## src/rtl/median_pkg.sv

```systemverilog
// Shared constants, state encoding and emit thresholds for the streaming median filter.
package median_pkg;
  localparam int DATA_W = 4;
  localparam int WIN    = 5;

  typedef enum logic [1:0] {IDLE, FILL, RUN, FLUSH} state_t;

  localparam logic [2:0] PCNT_MAX      = 3'd4;
  localparam logic [2:0] EMIT_TH_VALID = 3'd3;
  localparam logic [2:0] EMIT_TH_REPL  = 3'd1;
endpackage

```

## src/rtl/MedianFinder_5num.sv

```systemverilog
// Combinational median of five samples; zero latency, no flow control.
module MedianFinder_5num
  import median_pkg::*;
(
  input  logic [DATA_W-1:0] num1,
  input  logic [DATA_W-1:0] num2,
  input  logic [DATA_W-1:0] num3,
  input  logic [DATA_W-1:0] num4,
  input  logic [DATA_W-1:0] num5,
  output logic [DATA_W-1:0] median
);
  logic [DATA_W-1:0] v [WIN];
  assign v[0] = num1;
  assign v[1] = num2;
  assign v[2] = num3;
  assign v[3] = num4;
  assign v[4] = num5;

  // An element is the median when at most two are below it and at least three are not above it.
  always_comb begin
    logic [2:0] lt;
    logic [2:0] le;
    median = v[0];
    for (int i = 0; i < WIN; i++) begin
      lt = 3'd0;
      le = 3'd0;
      for (int j = 0; j < WIN; j++) begin
        if (v[j] < v[i])  lt = lt + 3'd1;
        if (v[j] <= v[i]) le = le + 3'd1;
      end
      if (lt <= 3'd2 && le >= 3'd3) median = v[i];
    end
  end
endmodule

```

## src/rtl/median_window_shift.sv

```systemverilog
// Five-tap sample window; tap[WIN-1] is newest. win is the post-update window, ready the same cycle.
module median_window_shift
  import median_pkg::*;
(
  input  logic                          clk,
  input  logic                          rst,
  input  logic                          push,
  input  logic                          load,
  input  logic                          repush,
  input  logic [DATA_W-1:0]             din,
  output logic [WIN-1:0][DATA_W-1:0]    win
);
  logic [WIN-1:0][DATA_W-1:0] tap;
  logic [DATA_W-1:0]          shift_in;

  // repush re-inserts the newest sample, used to pad the trailing edge of a line.
  assign shift_in = repush ? tap[WIN-1] : din;

  always_comb begin
    win = tap;
    if (load) begin
      win = {WIN{din}};
    end else if (push) begin
      for (int i = 0; i < WIN-1; i++) win[i] = tap[i+1];
      win[WIN-1] = shift_in;
    end
  end

  always_ff @(posedge clk) begin
    if (rst) tap <= '0;
    else     tap <= win;
  end
endmodule

```

## src/rtl/median_stream_filter.sv

```systemverilog
// Streaming 5-tap median filter, 1-cycle latency, stalls input while output is held.
// MEDIAN_EDGE_REPLICATE_EN selects edge-replicated output (one output per input) over valid-window mode.
module median_stream_filter
  import median_pkg::*;
(
  input  logic              clk,
  input  logic              rst,
  input  logic              in_valid,
  output logic              in_ready,
  input  logic [DATA_W-1:0] in_data,
  input  logic              in_last,
  output logic              out_valid,
  input  logic              out_ready,
  output logic [DATA_W-1:0] out_data,
  output logic              out_last
);
  state_t                     state;
  logic [2:0]                 pcnt, pcnt_inc, pcnt_new;
  logic                       slot_free, accept, push, load, repush, emit, last_emit;
  logic [WIN-1:0][DATA_W-1:0] win;
  logic [DATA_W-1:0]          med;

  assign slot_free = !out_valid || out_ready;
  assign in_ready  = !rst && (state != FLUSH) && slot_free;
  assign accept    = in_valid && in_ready;

`ifdef MEDIAN_EDGE_REPLICATE_EN
  localparam logic [2:0] EMIT_TH = EMIT_TH_REPL;
  logic flush_cnt;
  assign repush    = (state == FLUSH) && slot_free;
  assign push      = accept || repush;
  assign load      = accept && (state == IDLE);
  assign last_emit = repush && flush_cnt;
`else
  localparam logic [2:0] EMIT_TH = EMIT_TH_VALID;
  assign repush    = 1'b0;
  assign push      = accept;
  assign load      = 1'b0;
  assign last_emit = accept && in_last;
`endif

  // pcnt counts pushes after the one that opens the line, so it is 0 before the second sample.
  assign pcnt_inc = (pcnt >= PCNT_MAX) ? PCNT_MAX : pcnt + 3'd1;
  assign pcnt_new = (state == IDLE) ? 3'd0 : pcnt_inc;
  assign emit     = push && (state != IDLE) && (pcnt >= EMIT_TH);

  median_window_shift u_win (
    .clk    (clk),
    .rst    (rst),
    .push   (push),
    .load   (load),
    .repush (repush),
    .din    (in_data),
    .win    (win)
  );

  MedianFinder_5num u_med (
    .num1   (win[0]),
    .num2   (win[1]),
    .num3   (win[2]),
    .num4   (win[3]),
    .num5   (win[4]),
    .median (med)
  );

  always_ff @(posedge clk) begin
    if (rst) begin
      state     <= IDLE;
      pcnt      <= '0;
      out_valid <= 1'b0;
      out_data  <= '0;
      out_last  <= 1'b0;
`ifdef MEDIAN_EDGE_REPLICATE_EN
      flush_cnt <= 1'b0;
`endif
    end else begin
      if (emit) begin
        out_valid <= 1'b1;
        out_data  <= med;
        out_last  <= last_emit;
      end else if (out_ready) begin
        out_valid <= 1'b0;
      end
`ifdef MEDIAN_EDGE_REPLICATE_EN
      if (repush) begin
        flush_cnt <= ~flush_cnt;
        if (flush_cnt) begin
          state <= IDLE;
          pcnt  <= '0;
        end else begin
          pcnt  <= pcnt_inc;
        end
      end else
`endif
      if (accept) begin
        if (in_last) begin
`ifdef MEDIAN_EDGE_REPLICATE_EN
          state <= FLUSH;
          pcnt  <= pcnt_new;
`else
          state <= IDLE;
          pcnt  <= '0;
`endif
        end else begin
          pcnt  <= pcnt_new;
          state <= (pcnt_new >= EMIT_TH) ? RUN : FILL;
        end
      end
    end
  end
endmodule

```

## config.mk

```make
export PLATFORM = sky130hd
export DESIGN_NAME = median_stream_filter
export DESIGN_NICKNAME = d
export VERILOG_FILES = /design/src/rtl/median_pkg.sv /design/src/rtl/MedianFinder_5num.sv /design/src/rtl/median_window_shift.sv /design/src/rtl/median_stream_filter.sv
export SDC_FILE = /design/constraint.sdc
export NUM_CORES = 1
export LEC_CHECK = 0
export CELL_PAD_IN_SITES_DETAIL_PLACEMENT = 0
export CELL_PAD_IN_SITES_GLOBAL_PLACEMENT = 1
export CORE_ASPECT_RATIO = 1.4
export CORE_MARGIN = 8
export CORE_UTILIZATION = 47
export DETAILED_ROUTE_END_ITERATION = 8
export PLACE_DENSITY = 0.8
export SETUP_SLACK_MARGIN = 0.4
export SYNTH_ARGS = -nofsm -noshare
export SYNTH_HDL_FRONTEND = slang
export SYNTH_SLANG_ARGS = --single-unit
```

## constraint.sdc

```tcl
create_clock -name clk -period 8.7 [get_ports clk]
set_clock_uncertainty 0.15 [all_clocks]
set_input_delay 1.74 -clock clk [delete_from_list [all_inputs] [get_ports clk]]
set_output_delay 1.74 -clock clk [all_outputs]
set_load 0.005 [all_outputs]
```

Word-level counts from Yosys, hierarchy flattened
Cells that the tools add are included.

storage, ports and cells
  register bits = 31
  latch bits = 0
  memory bits (writable) = 0
  ROM bits = 0
  memories = 0

cells by class
  $add $sub $neg = 33
  multiply operators = 0
  div/mod/pow operators = 0
  order comparisons = 51
  equal/unequal tests = 1
  shift operators = 0
  muxes and demuxes = 52
  bitwise operators = 0
  reductions and logical operators = 16

operators by type and width
  operator                                                                              count
  3-bit 2-to-1 mux                                                                      35
  4-bit less-or-equal comparator                                                        20
  4-bit less-than comparator                                                            20
  3-bit by 1-bit adder with 3-bit output (second input constant)                        25
  20-bit 2-to-1 mux                                                                     1
  3-bit by 2-bit greater-or-equal comparator with 1-bit output (second input constant)  6
  1-bit by 1-bit adder with 2-bit output (second input constant)                        8
  4-bit 2-to-1 mux                                                                      4
  3-bit by 2-bit less-or-equal comparator with 1-bit output (second input constant)     4
  1-bit logical AND                                                                     10
  1-bit 2-to-1 mux                                                                      10
  2-bit 2-to-1 mux                                                                      2
  2-bit nonzero test                                                                    2
  3-bit greater-or-equal comparator (second input constant)                             1
  1-bit logical NOT                                                                     2
  2-bit logical NOT                                                                     1
  2-bit inequality test (second input constant)                                         1
  1-bit logical OR                                                                      1

Logic depth before layout (Yosys ltp)
  depth in word-level cells = 21
  gate-level depth with buffers = 27

Modules after synthesis
From an unflattened synthesis, not the netlist that was laid out.

unflattened totals
  cell total of the unflattened synthesis = 473
  area, all modules = 3,930.0 um^2

modules (own cells, without submodules)
  module                times used  cells an instance  area each (um^2)  seq. area each (um^2)
  MedianFinder_5num     1           292                2,257.2           0.0
  median_window_shift   1           116                1,122.3           400.4
  median_stream_filter  1           65                 550.5             220.2

Worst setup path after synthesis
OpenSTA, ideal clock, no wires.

  path type = input to register
  start = input out_ready
  end = register out_data[0]
  setup time = 120 ps
  arrival time = 6,874 ps
  required time = 8,430 ps
  setup slack = 1,557 ps
  stages = 25
  buffers on the path = 4
  path through = nand2b_1 -> nand3_1 -> buf_2 -> buf_2 -> buf_1 -> clkbuf_1 -> nand2_1 -> nand2_1 -> ha_1 -> nand3b_1 -> nor4b_1 -> a311oi_1 -> o32ai_1 -> inv_1 -> ha_1 -> xnor2_1 -> ha_1 -> nand3b_1 -> mux2i_1 -> a22oi_1 -> a311oi_1 -> a31oi_1 -> nor2b_1 -> a221oi_1 -> o31a_1

between the ends
  elaborated cells on any way between the ends = 134
  those cells by class = add/sub (32); order compare (48); mux (45); reduce/logical (9)

RTL lines
  what                                                                                                                                              line                                              text
  start, declared                                                                                                                                   median_stream_filter.sv:13                        input logic out_ready,
  1-bit logical OR *                                                                                                                                median_stream_filter.sv:23                        assign slot_free = !out_valid || out_ready;
  1-bit logical AND *                                                                                                                               median_stream_filter.sv:24                        assign in_ready = !rst && (state != FLUSH) && slot_free;
  1-bit logical AND *                                                                                                                               median_stream_filter.sv:25                        assign accept = in_valid && in_ready;
  20-bit 2-to-1 mux *                                                                                                                               median_window_shift.sv:23                         end else if (push) begin
  via u_med.num4[3]                                                                                                                                 MedianFinder_5num.sv:8                            input logic [DATA_W-1:0] num4,
  4-bit less-than comparator / 4-bit less-or-equal comparator (equally long branches)                                                               MedianFinder_5num.sv:28, MedianFinder_5num.sv:29
  1-bit 2-to-1 mux, on equally long branches                                                                                                        MedianFinder_5num.sv:28, MedianFinder_5num.sv:29
  1-bit by 1-bit adder with 2-bit output, on equally long branches                                                                                  MedianFinder_5num.sv:28, MedianFinder_5num.sv:29
  [3 not listed]                                                                                                                                    n/a
  3-bit by 1-bit adder with 3-bit output, on equally long branches                                                                                  MedianFinder_5num.sv:28, MedianFinder_5num.sv:29
  3-bit 2-to-1 mux, on equally long branches                                                                                                        MedianFinder_5num.sv:28, MedianFinder_5num.sv:29
  3-bit by 1-bit adder with 3-bit output, on equally long branches                                                                                  MedianFinder_5num.sv:28, MedianFinder_5num.sv:29
  3-bit 2-to-1 mux, on equally long branches                                                                                                        MedianFinder_5num.sv:28, MedianFinder_5num.sv:29
  3-bit by 2-bit less-or-equal comparator with 1-bit output / 3-bit by 2-bit greater-or-equal comparator with 1-bit output (equally long branches)  MedianFinder_5num.sv:31                           if (lt <= 3'd2 && le >= 3'd3) median = v[i];
  1-bit logical AND                                                                                                                                 MedianFinder_5num.sv:31
  4-bit 2-to-1 mux                                                                                                                                  MedianFinder_5num.sv:31
  4-bit 2-to-1 mux *                                                                                                                                MedianFinder_5num.sv:31
  end signal, assigned                                                                                                                              median_stream_filter.sv:79                        out_data <= med;
  end, declared                                                                                                                                     median_stream_filter.sv:14                        output logic [DATA_W-1:0] out_data,

The timed path passes the listed nets; every way through them passes the cells marked *.
A chain may end at the register's enable or synchronous reset.

Final worst setup path
  start = input out_ready
  end = register out_data[1]

between the ends
  word-level cells in the longest chain between the ends = 20
  elaborated cells on any way between the ends = 134
  those cells by class = add/sub (32); order compare (48); mux (45); reduce/logical (9)

ends and longest elaborated chain
  what                                                                                                                                              line
  1-bit logical OR *                                                                                                                                median_stream_filter.sv:23
  1-bit logical AND *                                                                                                                               median_stream_filter.sv:24
  1-bit logical AND *                                                                                                                               median_stream_filter.sv:25
  20-bit 2-to-1 mux                                                                                                                                 median_window_shift.sv:23
  4-bit less-than comparator / 4-bit less-or-equal comparator (equally long branches)                                                               MedianFinder_5num.sv:28, MedianFinder_5num.sv:29
  1-bit 2-to-1 mux, on equally long branches                                                                                                        MedianFinder_5num.sv:28, MedianFinder_5num.sv:29
  1-bit by 1-bit adder with 2-bit output, on equally long branches                                                                                  MedianFinder_5num.sv:28, MedianFinder_5num.sv:29
  3-bit 2-to-1 mux, on equally long branches                                                                                                        MedianFinder_5num.sv:28, MedianFinder_5num.sv:29
  3-bit by 1-bit adder with 3-bit output, on equally long branches                                                                                  MedianFinder_5num.sv:28, MedianFinder_5num.sv:29
  3-bit 2-to-1 mux, on equally long branches                                                                                                        MedianFinder_5num.sv:28, MedianFinder_5num.sv:29
  3-bit by 1-bit adder with 3-bit output, on equally long branches                                                                                  MedianFinder_5num.sv:28, MedianFinder_5num.sv:29
  3-bit 2-to-1 mux, on equally long branches                                                                                                        MedianFinder_5num.sv:28, MedianFinder_5num.sv:29
  3-bit by 1-bit adder with 3-bit output, on equally long branches                                                                                  MedianFinder_5num.sv:28, MedianFinder_5num.sv:29
  3-bit 2-to-1 mux, on equally long branches                                                                                                        MedianFinder_5num.sv:28, MedianFinder_5num.sv:29
  3-bit by 2-bit less-or-equal comparator with 1-bit output / 3-bit by 2-bit greater-or-equal comparator with 1-bit output (equally long branches)  MedianFinder_5num.sv:31
  1-bit logical AND                                                                                                                                 MedianFinder_5num.sv:31
  4-bit 2-to-1 mux (4 in a row)                                                                                                                     MedianFinder_5num.sv:31

Every way passes the cells marked *; elsewhere a longest branch is shown, timed or not.

==> reports/results.ini <==
[global_routing]
grt.overflow.total=0
grt_max_degree=33
grt_first_pass_wirelength_mm=18.5
grt.total_usage=0.203
grt_pass1_vias=3656
antenna_found_initial=0

[floorplanning]
rows=39
core_area_um2=8150
design.die.area_um2=11600
initial_core_util=0.481
die_h_um=124
die_w_um=93.1
io_pins=16

[logic_synthesis]
syn_inst=524
ys_warn_count=0
synth_edf_count=0
netlist_area_um2=3920
async_flop_share=0
ys_seq_area_frac=0.158
ys_seq_elements=31
synth.area.top_cells=dfxtp_1, ha_1, mux2i_1
yosys.area.top_type=dfxtp_1
yosysTopAreaCellShare=0.158
avgSynthCellArea_um2=7.47
synth_flop_cell=dfxtp_1
synth_cell_types=73
synth_nets=582

[status]
run_status=finished, final reports clean

[detailed_routing]
route.vias.total=3761
ant_nets=0
routedWlPerCell_um=18.1
vias_per_cell=5.94
drtIter0Drc=264
routed_wl_mm=11.5
drc=0
dr.pass1.iters=5

[critical_path]
critPathArrivalTime_ps=7870
path_max_fanout=28
path_buf_inv=2
cp_top_family=compound AO/OA/AOI/OAI gates
path_common_cell=ha_1
path_cells=clkdlybuf4s50_1 > nand2b_1 > and3_4 > mux2i_1 > ha_1 > nand3b_1 > nor4b_1 > a311oi_1 > o32ai_1 > inv_1 > ha_1 > xnor2_1 > ha_1 > nand3b_1 > mux2i_1 > a22oi_1 > a311oi_1 > a31oi_1 > nor2b_1 > a221oi_1 > o31a_1
critPathLaunchType=input pin
cp_slowest_cell=o32ai_1
worst-setup-path-type=input pin to flip-flop
cp.required_ps=8720
critical-path-max-stage-delay_ps=690
cp-end-kind=flip-flop

[clock_tree]
clockRootBuffer=clkbuf_16
cts_sinks=31
worstSkewPairLatency_ps=280
clock_path_buffers=2
h-tree-depth=2
clkTransAtPathRegs_ps=50
cts_resized=0
tritoncts=yes
cts_setup_buffers=0
cts_buffers=5
hold_buffers=0

[timing]
fin_ws_ps=847
period_share=0.903
min_period_ps=7850
setup_tns_ps=0
drv_slew=0
setup_violations=0
rsz0062_at_grt=false
hold_viol_final=0
slew-limit-headroom=0.473
fmax_mhz=127
worstMarginPinSlew_ps=769

[layout]
utilization=0.528
multi_input_area_um2=3030
fill_cells=798
regArea_um2=621
syn_to_final_growth_pct=9.94
num-nets-final=588
drive_gt1_frac=0.0621
final_common_cell=nor2_1
layout_common_cells=nor2_1, inv_1, ha_1
finalInstanceArea_um2=4310
antenna_cells=0

[placed_design]
dpl_worst_slack_ps=604
gp_congestion=0.962
place_hpwl_mm=9.02
io_buffers=15
place_area_um2=4150

[worst_hold_path]
hold_path.class=flip-flop to flip-flop

[pwr]
ir_drop_v=0.000133
power.density_nw_per_um2=130
design_power_total_mw=0.561
p_leak_nw=1.92

[job]
cap_violations=0

[stage by stage]
step	hold WS [ps]	std cells
after floorplan	303	524
after global placement	293	625
after detailed placement	301	625
after CTS	309	633
after global routing	322	633
final	303	633
[Yosys cell counts, drive strengths merged, types with 4 or more instances]
library cell and n:
nor2 63, inv 49, ha 46, nand2 38, a21oi 37, dfxtp 31, mux2i 25, o21ai 21
nand2b 17, nor2b 16, clkbuf 14, xnor2 14, nor3 12, nand3 9, xor2 9, buf 7
a31oi 6, mux2 6, nor4 6, a211oi 5, a21boi 5, or2 5, a21o 4, a221oi 4
and2 4, and3 4, maj3 4, nand4 4, o31a 4
[sequential cells by signal, summed over array words and instances (netlist names)]
| name | flops |
|---|---|
| out_data | 4 |
| out_last | 1 |
| out_valid | 1 |
| pcnt | 3 |
| state | 2 |
| u_win.tap | 20 |
[cell families after synthesis]
logic type,Yosys count,synth area share
adders and majority gates,53,0.173
xor gates and xnor gates,23,0.0534
DFF,31,0.158
muxes,31,0.0821
and+or+nand+nor,188,0.235
AOI/OAI and AO/OA,128,0.227
buffers and inverters,70,0.0703
[report_power, final]
group          internal [mW]  total, mW  switching (mW)
Clock                  0.122      0.188          0.0667
Combinational         0.0937      0.225           0.131
Sequential             0.144      0.148         0.00404
[per-layer routing]
metal | global-route usage | up-vias | share of wire
met2 | 0.350 | 98 | 0.48
met1 | 0.234 | 1763 | 0.43
met3 | 0.0253 | 33 | 0.039
li1 | - | 1867 | -
met5 | 0 | - | 0
met4 | 0.127 | 0 | 0.053
[area by class of cell]
class / count / area share
inverter: 49 / 0.0427
tap: 102 / 0.0296
multi-input combinational: 423 / 0.703
timing repair buffer: 20 / 0.0436
clock inverter: 1 / 0.00174
clock buffer: 7 / 0.0355
sequential: 31 / 0.144
[worst paths after layout]
kind	startpoint	to	slack [ps]	cells past startpoint
setup / recovery	out_ready	out_data[1]	850	21
hold / removal	out_last	out_last	300	2
setup reg to reg	state[1]	out_data[1]	2440	20
hold reg to reg	out_last	out_last	300	2
[worst min-delay path, delay by kind of cell, from the launching register on]
kind,cells,cell delay [ps]
compound gates,1,50
simple gates,1,50
flops,1,300
No activity file was read; power rests on OpenSTA's default activity.
